$ cat src/rtl/a5_1_seq_ctrl.sv
// a5_1_seq_ctrl: Wishbone-slave sequencer for an A5/1 LFSR datapath.
// Drives clear, key load, frame load, mix and burst generation, and packs
// the 228-bit burst LSB-first into 32-bit words held in a small FIFO.
//
// Handshake: a bus request is accepted in any cycle where stb & cyc are high
// and ack is low. ack rises on the following cycle for exactly one cycle and
// carries the read data; wbs_dat_o is 0 in every other cycle.
`timescale 1ns/1ps
module a5_1_seq_ctrl #(
  parameter int FIFO_DEPTH = 8,
  parameter int MIX_CYCLES = 100,
  parameter int BURST_BITS = 228
) (
  input  logic        wb_clk_i,
  input  logic        wb_rst_i,
  input  logic        wbs_stb_i,
  input  logic        wbs_cyc_i,
  input  logic        wbs_we_i,
  input  logic [3:0]  wbs_sel_i,
  input  logic [31:0] wbs_dat_i,
  input  logic [31:0] wbs_adr_i,
  output logic        wbs_ack_o,
  output logic [31:0] wbs_dat_o,
  output logic        core_clear,
  output logic        core_step,
  output logic        core_majority,
  output logic        core_in_bit,
  input  logic        core_ks_bit,
  output logic        irq
);

  localparam int PW = (FIFO_DEPTH > 1) ? $clog2(FIFO_DEPTH) : 1;
  localparam int CW = $clog2(FIFO_DEPTH + 1);

  typedef enum logic [2:0] {
    S_IDLE, S_CLEAR, S_KEY, S_FRAME, S_MIX, S_GEN, S_FLUSH, S_DONE
  } state_t;

  state_t       state, state_nx;
  logic [15:0]  cnt, cnt_nx;

  logic [63:0]  key_reg, key_lat;
  logic [21:0]  frame_reg, frame_lat;
  logic         underflow;

  logic [31:0]  fifo_mem [FIFO_DEPTH];
  logic [PW-1:0] wr_ptr, rd_ptr;
  logic [CW-1:0] fifo_count;

  logic [31:0]  shift_word;
  logic [4:0]   bit_pos;
  logic         cap_en;

  // Bus decode
  logic        req, wr_acc, rd_acc, ctrl_wr, do_start, do_abort, flush, pop_req;
  logic [2:0]  reg_idx;
  logic        busy, done;

  assign req      = wbs_stb_i & wbs_cyc_i & ~wbs_ack_o;
  assign wr_acc   = req & wbs_we_i;
  assign rd_acc   = req & ~wbs_we_i;
  assign reg_idx  = wbs_adr_i[4:2];
  assign ctrl_wr  = wr_acc & (reg_idx == 3'd0);
  assign do_abort = ctrl_wr & wbs_dat_i[1];
  assign do_start = ctrl_wr & wbs_dat_i[0] & ~wbs_dat_i[1] &
                    ((state == S_IDLE) | (state == S_DONE));
  assign flush    = do_start | do_abort;
  assign pop_req  = rd_acc & (reg_idx == 3'd4);

  assign done = (state == S_DONE);
  assign busy = (state != S_IDLE) & (state != S_DONE);
  assign irq  = done;

  function automatic logic [31:0] lane_merge(input logic [31:0] old_v,
                                             input logic [31:0] new_v,
                                             input logic [3:0]  sel);
    logic [31:0] r;
    r = old_v;
    for (int b = 0; b < 4; b++)
      if (sel[b]) r[b*8 +: 8] = new_v[b*8 +: 8];
    return r;
  endfunction

  logic [31:0] frame_merged;
  assign frame_merged = lane_merge({10'b0, frame_reg}, wbs_dat_i, wbs_sel_i);

  // FSM state register
  always_ff @(posedge wb_clk_i or posedge wb_rst_i) begin
    if (wb_rst_i) begin
      state <= S_IDLE;
      cnt   <= '0;
    end else begin
      state <= state_nx;
      cnt   <= cnt_nx;
    end
  end

  // Next-state logic and per-cycle core strobes
  always_comb begin
    state_nx      = state;
    cnt_nx        = cnt;
    core_clear    = 1'b0;
    core_step     = 1'b0;
    core_majority = 1'b0;
    core_in_bit   = 1'b0;
    case (state)
      S_IDLE: begin
        if (do_start) begin
          state_nx = S_CLEAR;
          cnt_nx   = '0;
        end
      end
      S_CLEAR: begin
        core_clear = 1'b1;
        state_nx   = S_KEY;
        cnt_nx     = '0;
      end
      S_KEY: begin
        core_step   = 1'b1;
        core_in_bit = key_lat[cnt[5:0]];
        if (cnt == 16'd63) begin
          state_nx = S_FRAME;
          cnt_nx   = '0;
        end else begin
          cnt_nx = cnt + 16'd1;
        end
      end
      S_FRAME: begin
        core_step   = 1'b1;
        core_in_bit = frame_lat[cnt[4:0]];
        if (cnt == 16'd21) begin
          state_nx = S_MIX;
          cnt_nx   = '0;
        end else begin
          cnt_nx = cnt + 16'd1;
        end
      end
      S_MIX: begin
        core_step     = 1'b1;
        core_majority = 1'b1;
        if (cnt == 16'(MIX_CYCLES - 1)) begin
          state_nx = S_GEN;
          cnt_nx   = '0;
        end else begin
          cnt_nx = cnt + 16'd1;
        end
      end
      S_GEN: begin
        core_step     = 1'b1;
        core_majority = 1'b1;
        if (cnt == 16'(BURST_BITS - 1)) begin
          state_nx = S_FLUSH;
          cnt_nx   = '0;
        end else begin
          cnt_nx = cnt + 16'd1;
        end
      end
      S_FLUSH: begin
        state_nx = S_DONE;
      end
      S_DONE: begin
        if (do_start) begin
          state_nx = S_CLEAR;
          cnt_nx   = '0;
        end
      end
      default: state_nx = S_IDLE;
    endcase
    if (do_abort) begin
      state_nx = S_IDLE;
      cnt_nx   = '0;
    end
  end

  // Keystream capture: each GEN step's output is sampled one cycle later,
  // so the last bit lands in FLUSH, which also pushes any partial word.
  logic        cap_valid, push, push_ok, pop_ok, fifo_full, fifo_empty;
  logic [31:0] cap_word;

  assign cap_valid  = cap_en & ((state == S_GEN) | (state == S_FLUSH));
  assign cap_word   = shift_word | (32'(core_ks_bit) << bit_pos);
  assign push       = cap_valid & ((bit_pos == 5'd31) | (state == S_FLUSH));
  assign fifo_full  = (fifo_count == CW'(FIFO_DEPTH));
  assign fifo_empty = (fifo_count == '0);
  assign push_ok    = push & ~fifo_full & ~flush;
  assign pop_ok     = pop_req & ~fifo_empty;

  // Shift word assembly and capture pipeline flag
  always_ff @(posedge wb_clk_i or posedge wb_rst_i) begin
    if (wb_rst_i) begin
      shift_word <= '0;
      bit_pos    <= '0;
      cap_en     <= 1'b0;
    end else begin
      cap_en <= (state == S_GEN) & ~do_abort;
      if (flush) begin
        shift_word <= '0;
        bit_pos    <= '0;
      end else if (cap_valid) begin
        shift_word <= push ? 32'd0 : cap_word;
        bit_pos    <= bit_pos + 5'd1;
      end
    end
  end

  // FIFO storage (contents need no reset; pointers/count gate visibility)
  always_ff @(posedge wb_clk_i) begin
    if (push_ok) fifo_mem[wr_ptr] <= cap_word;
  end

  // FIFO pointers and occupancy
  always_ff @(posedge wb_clk_i or posedge wb_rst_i) begin
    if (wb_rst_i) begin
      wr_ptr     <= '0;
      rd_ptr     <= '0;
      fifo_count <= '0;
    end else if (flush) begin
      wr_ptr     <= '0;
      rd_ptr     <= '0;
      fifo_count <= '0;
    end else begin
      if (push_ok)
        wr_ptr <= (wr_ptr == PW'(FIFO_DEPTH - 1)) ? '0 : wr_ptr + 1'b1;
      if (pop_ok)
        rd_ptr <= (rd_ptr == PW'(FIFO_DEPTH - 1)) ? '0 : rd_ptr + 1'b1;
      case ({push_ok, pop_ok})
        2'b10:   fifo_count <= fifo_count + 1'b1;
        2'b01:   fifo_count <= fifo_count - 1'b1;
        default: fifo_count <= fifo_count;
      endcase
    end
  end

  // Software-visible registers and start-time snapshot of key/frame
  always_ff @(posedge wb_clk_i or posedge wb_rst_i) begin
    if (wb_rst_i) begin
      key_reg   <= '0;
      frame_reg <= '0;
      key_lat   <= '0;
      frame_lat <= '0;
      underflow <= 1'b0;
    end else begin
      if (wr_acc && reg_idx == 3'd1)
        key_reg[31:0] <= lane_merge(key_reg[31:0], wbs_dat_i, wbs_sel_i);
      if (wr_acc && reg_idx == 3'd2)
        key_reg[63:32] <= lane_merge(key_reg[63:32], wbs_dat_i, wbs_sel_i);
      if (wr_acc && reg_idx == 3'd3)
        frame_reg <= frame_merged[21:0];
      if (do_start) begin
        key_lat   <= key_reg;
        frame_lat <= frame_reg;
      end
      if (pop_req && fifo_empty)
        underflow <= 1'b1;
      else if (ctrl_wr && wbs_dat_i[2])
        underflow <= 1'b0;
    end
  end

  // Read data selection
  logic [31:0] count_ext, rd_val;
  assign count_ext = 32'(fifo_count);

  always_comb begin
    rd_val = '0;
    case (reg_idx)
      3'd0: rd_val = {24'b0, count_ext[3:0], 1'b0, underflow, done, busy};
      3'd1: rd_val = key_reg[31:0];
      3'd2: rd_val = key_reg[63:32];
      3'd3: rd_val = {10'b0, frame_reg};
      3'd4: rd_val = fifo_empty ? 32'd0 : fifo_mem[rd_ptr];
      default: rd_val = '0;
    endcase
  end

  // Bus response: one-cycle ack, data only alongside a read ack
  always_ff @(posedge wb_clk_i or posedge wb_rst_i) begin
    if (wb_rst_i) begin
      wbs_ack_o <= 1'b0;
      wbs_dat_o <= '0;
    end else begin
      wbs_ack_o <= req;
      wbs_dat_o <= rd_acc ? rd_val : 32'd0;
    end
  end

  logic unused_bits;
  assign unused_bits = ^{wbs_adr_i[31:5], wbs_adr_i[1:0], count_ext[31:4], frame_merged[31:22]};

endmodule

$ cat config.mk
export PLATFORM = sky130hd
export DESIGN_NAME = a5_1_seq_ctrl
export DESIGN_NICKNAME = d
export VERILOG_FILES = /design/src/rtl/a5_1_seq_ctrl.sv
export SDC_FILE = /design/constraint.sdc
export NUM_CORES = 1
export LEC_CHECK = 0
export BUFFER_PORTS_ARGS = -buffer_cell sky130_fd_sc_hd__buf_2
export CORE_MARGIN = 5
export CORE_UTILIZATION = 57
export CTS_BUF_LIST = sky130_fd_sc_hd__clkbuf_4 sky130_fd_sc_hd__clkbuf_8 sky130_fd_sc_hd__clkbuf_16
export DETAILED_ROUTE_END_ITERATION = 7
export PLACE_DENSITY = 0.72
export SLEW_MARGIN = 20
export SYNTH_ARGS = -nofsm -noshare
export SYNTH_HDL_FRONTEND = slang
export SYNTH_SLANG_ARGS = --single-unit
$ cat constraint.sdc
create_clock -name wb_clk_i -period 10.32 [get_ports wb_clk_i]
set_input_delay 0.516 -clock wb_clk_i [delete_from_list [all_inputs] [get_ports wb_clk_i]]
set_output_delay 0.516 -clock wb_clk_i [all_outputs]
set_load 0.01 [all_outputs]
==> results.toml, run 1 <==
[global_routing]
grt_pass1_vias = 13000
grt_usage = 0.229
grt_max_degree = 117
antenna_found_initial = 1
overflow = 0
grt_pass1_wl_um = 77400

[synthesis]
syn-num-nets = 1514
ys_top_cells_by_count = "dfrtp_1, edfxtp_1, mux2_2"
synth_flop_cell = "dfrtp_1"
seq_area_frac_synth = 0.646
synth.distinct_cells = 72
synth-seq-cells = 529
syn_avg_cell_area_sq_um = 15.7
yosysTopAreaCell = "edfxtp_1"
synth_top_area_share = 0.342
synth-async-reset-ratio = 0.516
synth_cells = 1428
syn_area_sq_um = 22500
yosys-top-cells-area = "edfxtp_1, dfrtp_1, mux4_2"
synth_edf_count = 256
yosysMostFrequentCell = "dfrtp_1"
yosys_warnings = 0

[status]
status = "completed"

[sta]
layout_setup_ws_ps = 6670
fmax_mhz = 274
tns_ps = 0
setup_viol = 0
rsz0062_at_grt = "no"
min_period_over_period = 0.354
slew_viol_final = 0
relSlewSlack = 0.353
min_period_ps = 3650
clock_skew_ps = 10.0
tightest_slew_ps = 957
hold_viol_final = 0

[floorplanning]
initial_core_util = 0.579
die_w_um = 209
dieHeight_um = 209
rows = 72
fp.dieArea_sq_um = 43500
boundaryPins = 112
core-area_sq_um = 38800

[clocking]
clk_latency_ps = 590
clockBufferDepth = 3
cts_tree = "yes"
cts_sinks = 529
cts.clk_slew.worst_paths_ps = 60
cts_root_buf = "clkbuf_16"
cts_buffers = 53
cts_hold_buf = 0
h-tree-depth = 2
cts_resized = 0
cts_setup_buffers = 0

[critical_path]
criticalPathCategory = "reg2reg"
cp_num_buf_inv = 1
start_kind = "flip-flop"
crit_chain = "and3_1 > ha_1 > nand3b_1 > a221oi_4 > nor2b_1 > nand2_1 > nor2_4 > buf_4"
r2r_slack_ps = 6670
crit_path_max_fanout = 20
cp_slowest_cell = "dfrtp_1"
end_kind = "flip-flop"
max_stage_delay_ps = 660
critPathTopFamily = "simple AND/OR/NAND/NOR gates"
worst_ep_required_time_ps = 10570
worstPathArrival_ps = 3900

[routing]
postRouteAntennaNets = 0
drcViolationCount = 0
drt_pass1_iterations = 5
vias = 12600
wl_um = 49200
drtIter0Drc = 1162
vias_per_cell = 6.09
wl_per_cell_um = 23.8

[layout]
area_delta_synth_final_pct = 12.4
layout-drive-gt1-share = 0.328
fillers = 2705
diodes = 0
nets = 1589
largest_reg_flops = 256

[pwr]
power_leakage_nw = 10.3
p_per_area_nw_per_um2 = 217
ir_drop_v = 0.000153

[placement]
io_buffers = 82
dp_hpwl_um = 31100
gp_congestion = 0.834
pre_cts_ws_ps = 6700

[hold_path]
min_path_type = "in2async"

[run]
drv_cap = 0
-- through the flow --
| stage | instances | power, W | utilization | instance area (sq um) | hold WS (ps) |
|---|---|---|---|---|---|
| after floorplan | 1428 | 0.00328 | - | 22500 | 452 |
| after global placement | 1966 | 0.00350 | 0.602 | 23400 | 463 |
| after detailed placement | 1966 | 0.00354 | 0.602 | 23400 | 476 |
| after CTS | 2066 | 0.00554 | 0.650 | 25200 | 111 |
| after global routing | 2066 | 0.00574 | 0.651 | 25300 | 155 |
| final | 2066 | 0.00549 | 0.651 | 25300 | 87.2 |
-- worst reg2reg max path, cell delays in order (launching register included) --
cell,delay [ps]
dfrtp_1,660
and3_1,240
ha_1,230
nand3b_1,170
a221oi_4,480
nor2b_1,290
nand2_1,280
nor2_4,490
buf_4,450
-- area by class of cell --
class,instances,area [sq um],area share
sequential,529,14500,0.575
multi-input combinational,795,7530,0.298
clock buffer,86,1670,0.0662
tap,518,648,0.0257
timing repair buffer,108,613,0.0243
clock inverter,14,200,0.00793
inverter,16,67.6,0.00267
-- path summary, 6_finish.rpt --
path	start	to	depth (start not counted)
max	bit_pos[2]	fifo_mem[5][31]	8
min	wb_rst_i	frame_reg[3]	2
max reg2reg	bit_pos[2]	fifo_mem[5][31]	8
min reg2reg	frame_lat[15]	frame_lat[15]	1
max in group asynchronous	wb_rst_i	frame_lat[16]	3
min in group wb_clk_i	wbs_dat_i[7]	key_reg[39]	2
-- cells by family after synthesis --
kind of cell	Yosys count	share of synthesized area
and+or+nand+nor	254	0.0545
DFF	529	0.646
adders and majority gates	12	0.00668
xor gates and xnor gates	19	0.00741
AOI/OAI and AO/OA	194	0.0607
buffers and inverters	104	0.0216
muxes	316	0.203
-- cell usage in the layout, fill, tap and decap left out, types with 14 or more instances in the layout --
cell type,synthesis,routed
clkbuf_16,0,54
mux2_2,173,173
o21ai_0,25,25
nand2_1,43,43
a21oi_1,40,40
a22oi_1,26,26
inv_1,15,14
buf_4,7,24
o22a_1,25,25
mux2i_1,43,43
nand3_1,14,14
dfrtp_1,273,270
clkbuf_4,0,19
edfxtp_1,256,256
xnor2_1,15,15
buf_2,32,82
a21o_1,18,18
mux4_2,92,92
nor2_1,121,115
-- per-layer routing --
layer	part of all wire	vias to the layer above	track usage
met2	0.50	325	0.381
met4	0.027	2	0.0677
met3	0.050	70	0.0349
met1	0.42	6594	0.319
met5	0.00026	-	0
li1	-	5596	-
-- where the power goes --
part | leakage, nW | switching (W) | total [W] | internal (W)
combinational | 3.20 | 0.000529 | 0.000917 | 0.000388
sequential | 6.12 | 0.000169 | 0.00258 | 0.00241
clock | 0.949 | 0.000785 | 0.00200 | 0.00121
total | 10.3 | 0.00148 | 0.00549 | 0.00401
Note: power is estimated with default switching activity, not from simulation.
==> inputs of run 2 (changes only) <==
- ABC_AREA: not set -> 1
- CORE_UTILIZATION: 57 -> 55
- PLACE_DENSITY: 0.72 -> 0.73
- clock period: 10.32 -> 3.04 ns (I/O delays scaled with it)
==> run 2 against run 1 <==
Compared with the run above:
- core utilization shrank 1.2 points
- largest power group unchanged
- global-route usage grew 2.0 points
- power increased to 3.2 times the previous value
- cell count is 35% higher
- clock skew up 9.3 ps
- critical path depth rose by 4
- non-clock buffer count is 66 higher
- largest cell class unchanged
- register-to-register slack worse by 6400 ps
- flip-flop and latch count stayed put
==> results.toml, run 2 <==
[synthesis]
syn-num-nets = 2178
synth-compound-area-share = 0.130
synth_flop_cell = "dfrtp_1"
syn_avg_cell_area_sq_um = 10.7
synth-seq-cells = 529
synth_xor_area_frac = 0.00390
synth_edf_count = 256
synth-async-reset-ratio = 0.516
synthMuxAreaShare = 0.0386
yosys-top-cells-area = "edfxtp_1, dfrtp_1, o21ai_0"
yosysTopAreaCell = "edfxtp_1"
yosys.area_share.adder = 0.00668
synth_cells = 2092
seq_area_frac_synth = 0.646
ys_top_cells_by_count = "nand2_1, dfrtp_1, o21ai_0"
synthSimpleGateAreaFrac = 0.125
yosysMostFrequentCell = "nand2_1"
synth.distinct_cells = 44
synth_top_area_share = 0.342
syn_area_sq_um = 22500
yosys_warnings = 0
synth_top_family_by_area = "compound AO/OA/AOI/OAI gates"

[routing]
drtIter0Drc = 1714
drcViolationCount = 0
postRouteAntennaNets = 0
vias_per_cell = 5.79
vias = 16100
wl_um = 56200
wl_per_cell_um = 20.2
drt_pass1_iterations = 6

[clocking]
h-tree-depth = 2
clockBufferDepth = 3
cts_tree = "yes"
clk_latency_ps = 610
cts.clk_slew.worst_paths_ps = 60
cts_root_buf = "clkbuf_16"
cts_buffers = 52
cts_sinks = 529

[global_routing]
use_met1 = 0.345
overflow = 0
antenna_found_initial = 2
gr-max-usage-layer = "met2"
met2_usage = 0.407
grt_pass1_vias = 15800
grt_usage = 0.249
grt_pass1_wl_um = 88000
grt_max_degree = 144
grt_util_met3 = 0.0360

[floorplanning]
rows = 74
core-area_sq_um = 40600
die_w_um = 212
fp.dieArea_sq_um = 45000
initial_core_util = 0.553
dieHeight_um = 212
boundaryPins = 112

[critical_path]
cp_num_buf_inv = 4
crit_path_max_fanout = 16
max_stage_delay_ps = 580
worst_ep_required_time_ps = 2890
path_common_cell = "nand3_1"
crit_chain = "clkinvlp_4 > buf_4 > buf_4 > o21ai_0 > o211ai_1 > nand3_1 > nand3_1 > nand3_1 > nand2_1 > nand2_1 > a21oi_2 > buf_2"
critPathTopFamily = "flip-flops"
criticalPathCategory = "reg2out"
start_kind = "flip-flop"
worstPathArrival_ps = 2740
end_kind = "output port"
cp_slowest_cell = "dfrtp_4"

[pwr]
p_per_area_nw_per_um2 = 670
ir_drop_v = 0.000433
p_sw_w = 0.00457
combPwrFrac = 0.133
power_leakage_nw = 10.6
internal_power_w = 0.0128
pwr-share-clk = 0.406
sequentialPowerShare = 0.461
swShare = 0.263

[layout]
fillers = 3037
final_cell_area_sq_um = 26000
largest_reg_flops = 256
nets = 2293
layout_common_cells = "nand2_1, dfrtp_1, o21ai_0"
multi_input_area_sq_um = 6920
diodes = 0
final_common_cell = "nand2_1"
layout-drive-gt1-share = 0.140
final_util = 0.639
fin_cells = 2783
area_delta_synth_final_pct = 15.6
seqCellArea_sq_um = 14500

[placement]
placed_cells = 2644
io_buffers = 82
gp_congestion = 0.968
post_dp_cell_area_sq_um = 23600
pre_cts_ws_ps = 234
dp_hpwl_um = 36600

[sta]
slew_viol_final = 0
hold_viol_final = 0
setup_viol = 0
tightest_slew_ps = 894
min_period_over_period = 0.951
fmax_mhz = 346
relSlewSlack = 0.400
layout_setup_ws_ps = 149
min_period_ps = 2890
rsz0062_at_grt = "no"
clock_skew_ps = 19.4

[status]
status = "completed"

[run]
drv_cap = 0

[hold_path]
min_path_type = "in2reg"
## run 2: cell count changes after synthesis, sizes merged, moves of 26 or more
cell	delta
nand3	+61
a21oi	+43
clkbuf	+38
o21ai	+242
mux4	-93
a22oi	-26
mux2	-151
nand2	+245
nor2	+129
o221ai	+53
inv	+150
## run 2: per-stage QoR
step	TNS, ps	total power (W)	hold WS (ps)
final	0	0.0174	131
after global routing	0	0.0181	169
after global placement	0	0.0103	310
after detailed placement	0	0.0104	314
after CTS	0	0.0174	114
after floorplan	-196940	0.00968	243
## run 2: repair_timing
action,CTS,global route
hold buffers,36,0
resized for setup,1,10
endpoints found under the setup margin,1,86
hold endpoints to repair,115,0
cloned,0,1
setup buffers,0,4
## run 2: cell type report
class	instances	area share
sequential	529	0.559
multi-input combinational	1279	0.266
clock buffer	71	0.0580
timing repair buffer	174	0.0496
tap	532	0.0256
inverter	170	0.0249
clock inverter	27	0.0159
timing repair inverter	1	0.000193
## run 2: logic make-up after synthesis
group	Yosys count
mux	83
simple gates	674
compound gates	500
xor+xnor	10
fa+ha+maj	12
buf+inv	284
flops	529
## run 2: power by group through the flow
stage | registers (W) | logic [W] | clock network [W]
after floorplan | 0.00801 | 0.00167 | 0
after global placement | 0.00813 | 0.00216 | 0
after detailed placement | 0.00815 | 0.00221 | 0
after CTS | 0.00801 | 0.00227 | 0.00716
after global routing | 0.00806 | 0.00256 | 0.00748
final | 0.00803 | 0.00231 | 0.00707
## run 2: final timing paths
kind                       cells after the start        from              end  slack (ps)
max                                           12      cnt[1]      core_in_bit         150
min reg2reg                                    1   wbs_ack_o        wbs_ack_o         470
min in group asynchronous                      3    wb_rst_i      key_reg[10]         230
max in group asynchronous                      4    wb_rst_i        rd_ptr[1]        1780
min                                            4   wbs_stb_i           cap_en         130
max reg2reg                                   13  bit_pos[1]  fifo_mem[7][15]         240
## run 2: metal layers
metal,vias up,part of all wire
met5,-,0.00036
met4,2,0.035
met3,135,0.063
met2,626,0.48
met1,7823,0.42
li1,7538,-
## run 2: worst register-to-register path: stages (launching register included)
cell	delay [ps]
dfrtp_1	420
ha_1	170
inv_1	50
nor2_1	110
ha_1	270
inv_1	70
nand2_1	80
nand3_1	110
nor2_1	100
nand3_1	150
inv_1	190
nand2_1	260
nor3_4	210
buf_4	300
==> inputs of run 3 (changes only) <==
- ABC_AREA: 1 -> not set
==> run 3 against run 2 <==
Compared with the run above:
- first-iteration DRC count decreased by 36%
- setup slack worse by 26 ps
- combinational power grew 53%
- power increased by 8.5%
- die area is essentially flat
- via count is 19% lower
- cell count fell by 23%
- hold slack got worse by 32 ps
- global-route usage fell by 1.5 points
- highest routed layer unchanged
- sequential power is 7.5% higher
==> results.toml, run 3 (same netlist as run 1, synthesis figures left out) <==
[floorplanning]
initial_core_util = 0.553
rows = 74
fp.dieArea_sq_um = 45000
core-area_sq_um = 40600
die_w_um = 212
dieHeight_um = 212
boundaryPins = 112

[layout]
largest_reg_flops = 256
layout-drive-gt1-share = 0.332
final_common_cell = "dfrtp_1"
diodes = 0
area_delta_synth_final_pct = 15.9
nets = 1651
layout_common_cells = "dfrtp_1, edfxtp_1, mux2_2"
final_util = 0.641
final_cell_area_sq_um = 26000

[run]
drv_cap = 0

[hold_path]
hold_depth = 4
whs_endpoint = "underflow"
hp-start = "wbs_adr_i[3]"
min_path_type = "in2reg"

[pwr]
p_per_area_nw_per_um2 = 725
power_leakage_nw = 10.6
ir_drop_v = 0.000479
p_total_w = 0.0189

[critical_path]
crit_chain = "buf_6 > mux4_2 > mux4_2 > o21ai_0 > o211ai_1 > buf_2"
r2r_cells = 12
timing.rr.start = "bit_pos[0]"
path_common_cell = "mux4_2"
critPathTopFamily = "multiplexers"
max_stage_delay_ps = 570
crit_path_max_fanout = 8
start_kind = "flip-flop"
worstPathArrival_ps = 2760
reg2reg_to = "fifo_count[3]"
cp_num_buf_inv = 2
criticalPathCategory = "reg2out"
r2r_slack_ps = 270
end_kind = "output port"
cp_slowest_cell = "mux4_2"
worst_ep_required_time_ps = 2890

[sta]
relSlewSlack = 0.446
hold_viol_final = 0
slew_viol_final = 0
tightest_slew_ps = 829
fmax_mhz = 343
rsz0062_at_grt = "no"
setup_viol = 0
min_period_ps = 2920
layout_setup_ws_ps = 123
clock_skew_ps = 12.1
tns_ps = 0
min_period_over_period = 0.959

[placement]
dp_hpwl_um = 32800
post_dp_cell_area_sq_um = 23800
io_buffers = 82
gp_congestion = 0.925
pre_cts_ws_ps = 323

[global_routing]
grt_usage = 0.234
antenna_found_initial = 1
grt_pass1_wl_um = 80600
grt_max_degree = 80
overflow = 0
grt_pass1_vias = 13600

[clocking]
cts_root_buf = "clkbuf_16"
cts_setup_buffers = 0
cts_buffers = 54
h-tree-depth = 2
clockBufferDepth = 3
cts_sinks = 529
clk_latency_ps = 600
cts_tree = "yes"
cts.clk_slew.worst_paths_ps = 60

[routing]
wl_um = 51600
postRouteAntennaNets = 0
drt_pass1_iterations = 7
drcViolationCount = 0
vias_per_cell = 6.09
drtIter0Drc = 1090
wl_per_cell_um = 24.1
vias = 13000

[status]
status = "completed"
## run 3: cell types whose count changed in the layout (fill, tap and decap cells not counted), sizes merged, moves of 53 or more
cell	change
nor2	-129
o21ai	-242
mux4	+93
nand3	-61
inv	-149
mux2	+151
nand2	-245
o221ai	-53
## run 3: where the power goes
part | switching, W | leakage, nW | internal (W)
clock | 0.00274 | 0.925 | 0.00398
combinational | 0.00203 | 3.54 | 0.00151
sequential | 0.000449 | 6.12 | 0.00818
## run 3: per-layer routing
layer  global-route usage  routed length (um)  up-vias
met5                    0                  11        -
met1                0.324               21600     6855
met3               0.0388                2800       90
met4               0.0686                1460        2
li1                     -                   -     5728
met2                0.389               25800      365
## run 3: timing repair
action,CTS,global route
cloned,0,0
hold buffers,35,0
hold endpoints to repair,115,0
gates resized for setup,2,4
endpoints found under the setup margin,1,1
## run 3: how the worst max path moves through the flow
stage	slack, ps	endpoint	cells past startpoint	from
floorplan	-720	bit_pos[0]	1	wb_rst_i
global placement	360	fifo_count[3]	12	bit_pos[0]
detailed placement	320	fifo_mem[0][21]	9	bit_pos[0]
CTS	5	core_in_bit	8	cnt[0]
global route	10	core_in_bit	10	state[2]
finish	120	core_in_bit	6	cnt[1]
## run 3: through the flow
stage               hold slack [ps]  std cells
floorplan                       302       1428
finish                         98.3       2140
CTS                            72.6       2140
global route                    138       2140
global placement                355       2006
detailed placement              351       2006
## run 3: area by class of cell
cell class / instances / area, sq um
Fill cell: 2872 / 14600
Clock inverter: 18 / 168
Inverter: 16 / 63.8
Timing Repair Buffer: 169 / 1380
Multi-Input combinational cell: 795 / 7550
Clock buffer: 81 / 1680
Sequential cell: 529 / 14500
Tap cell: 532 / 666
## run 3: tightest hold or removal path, delay by kind of cell
family / cells / cell delay, ps
compound gates: 1 / 70
simple gates: 2 / 160
buf+inv: 1 / 260
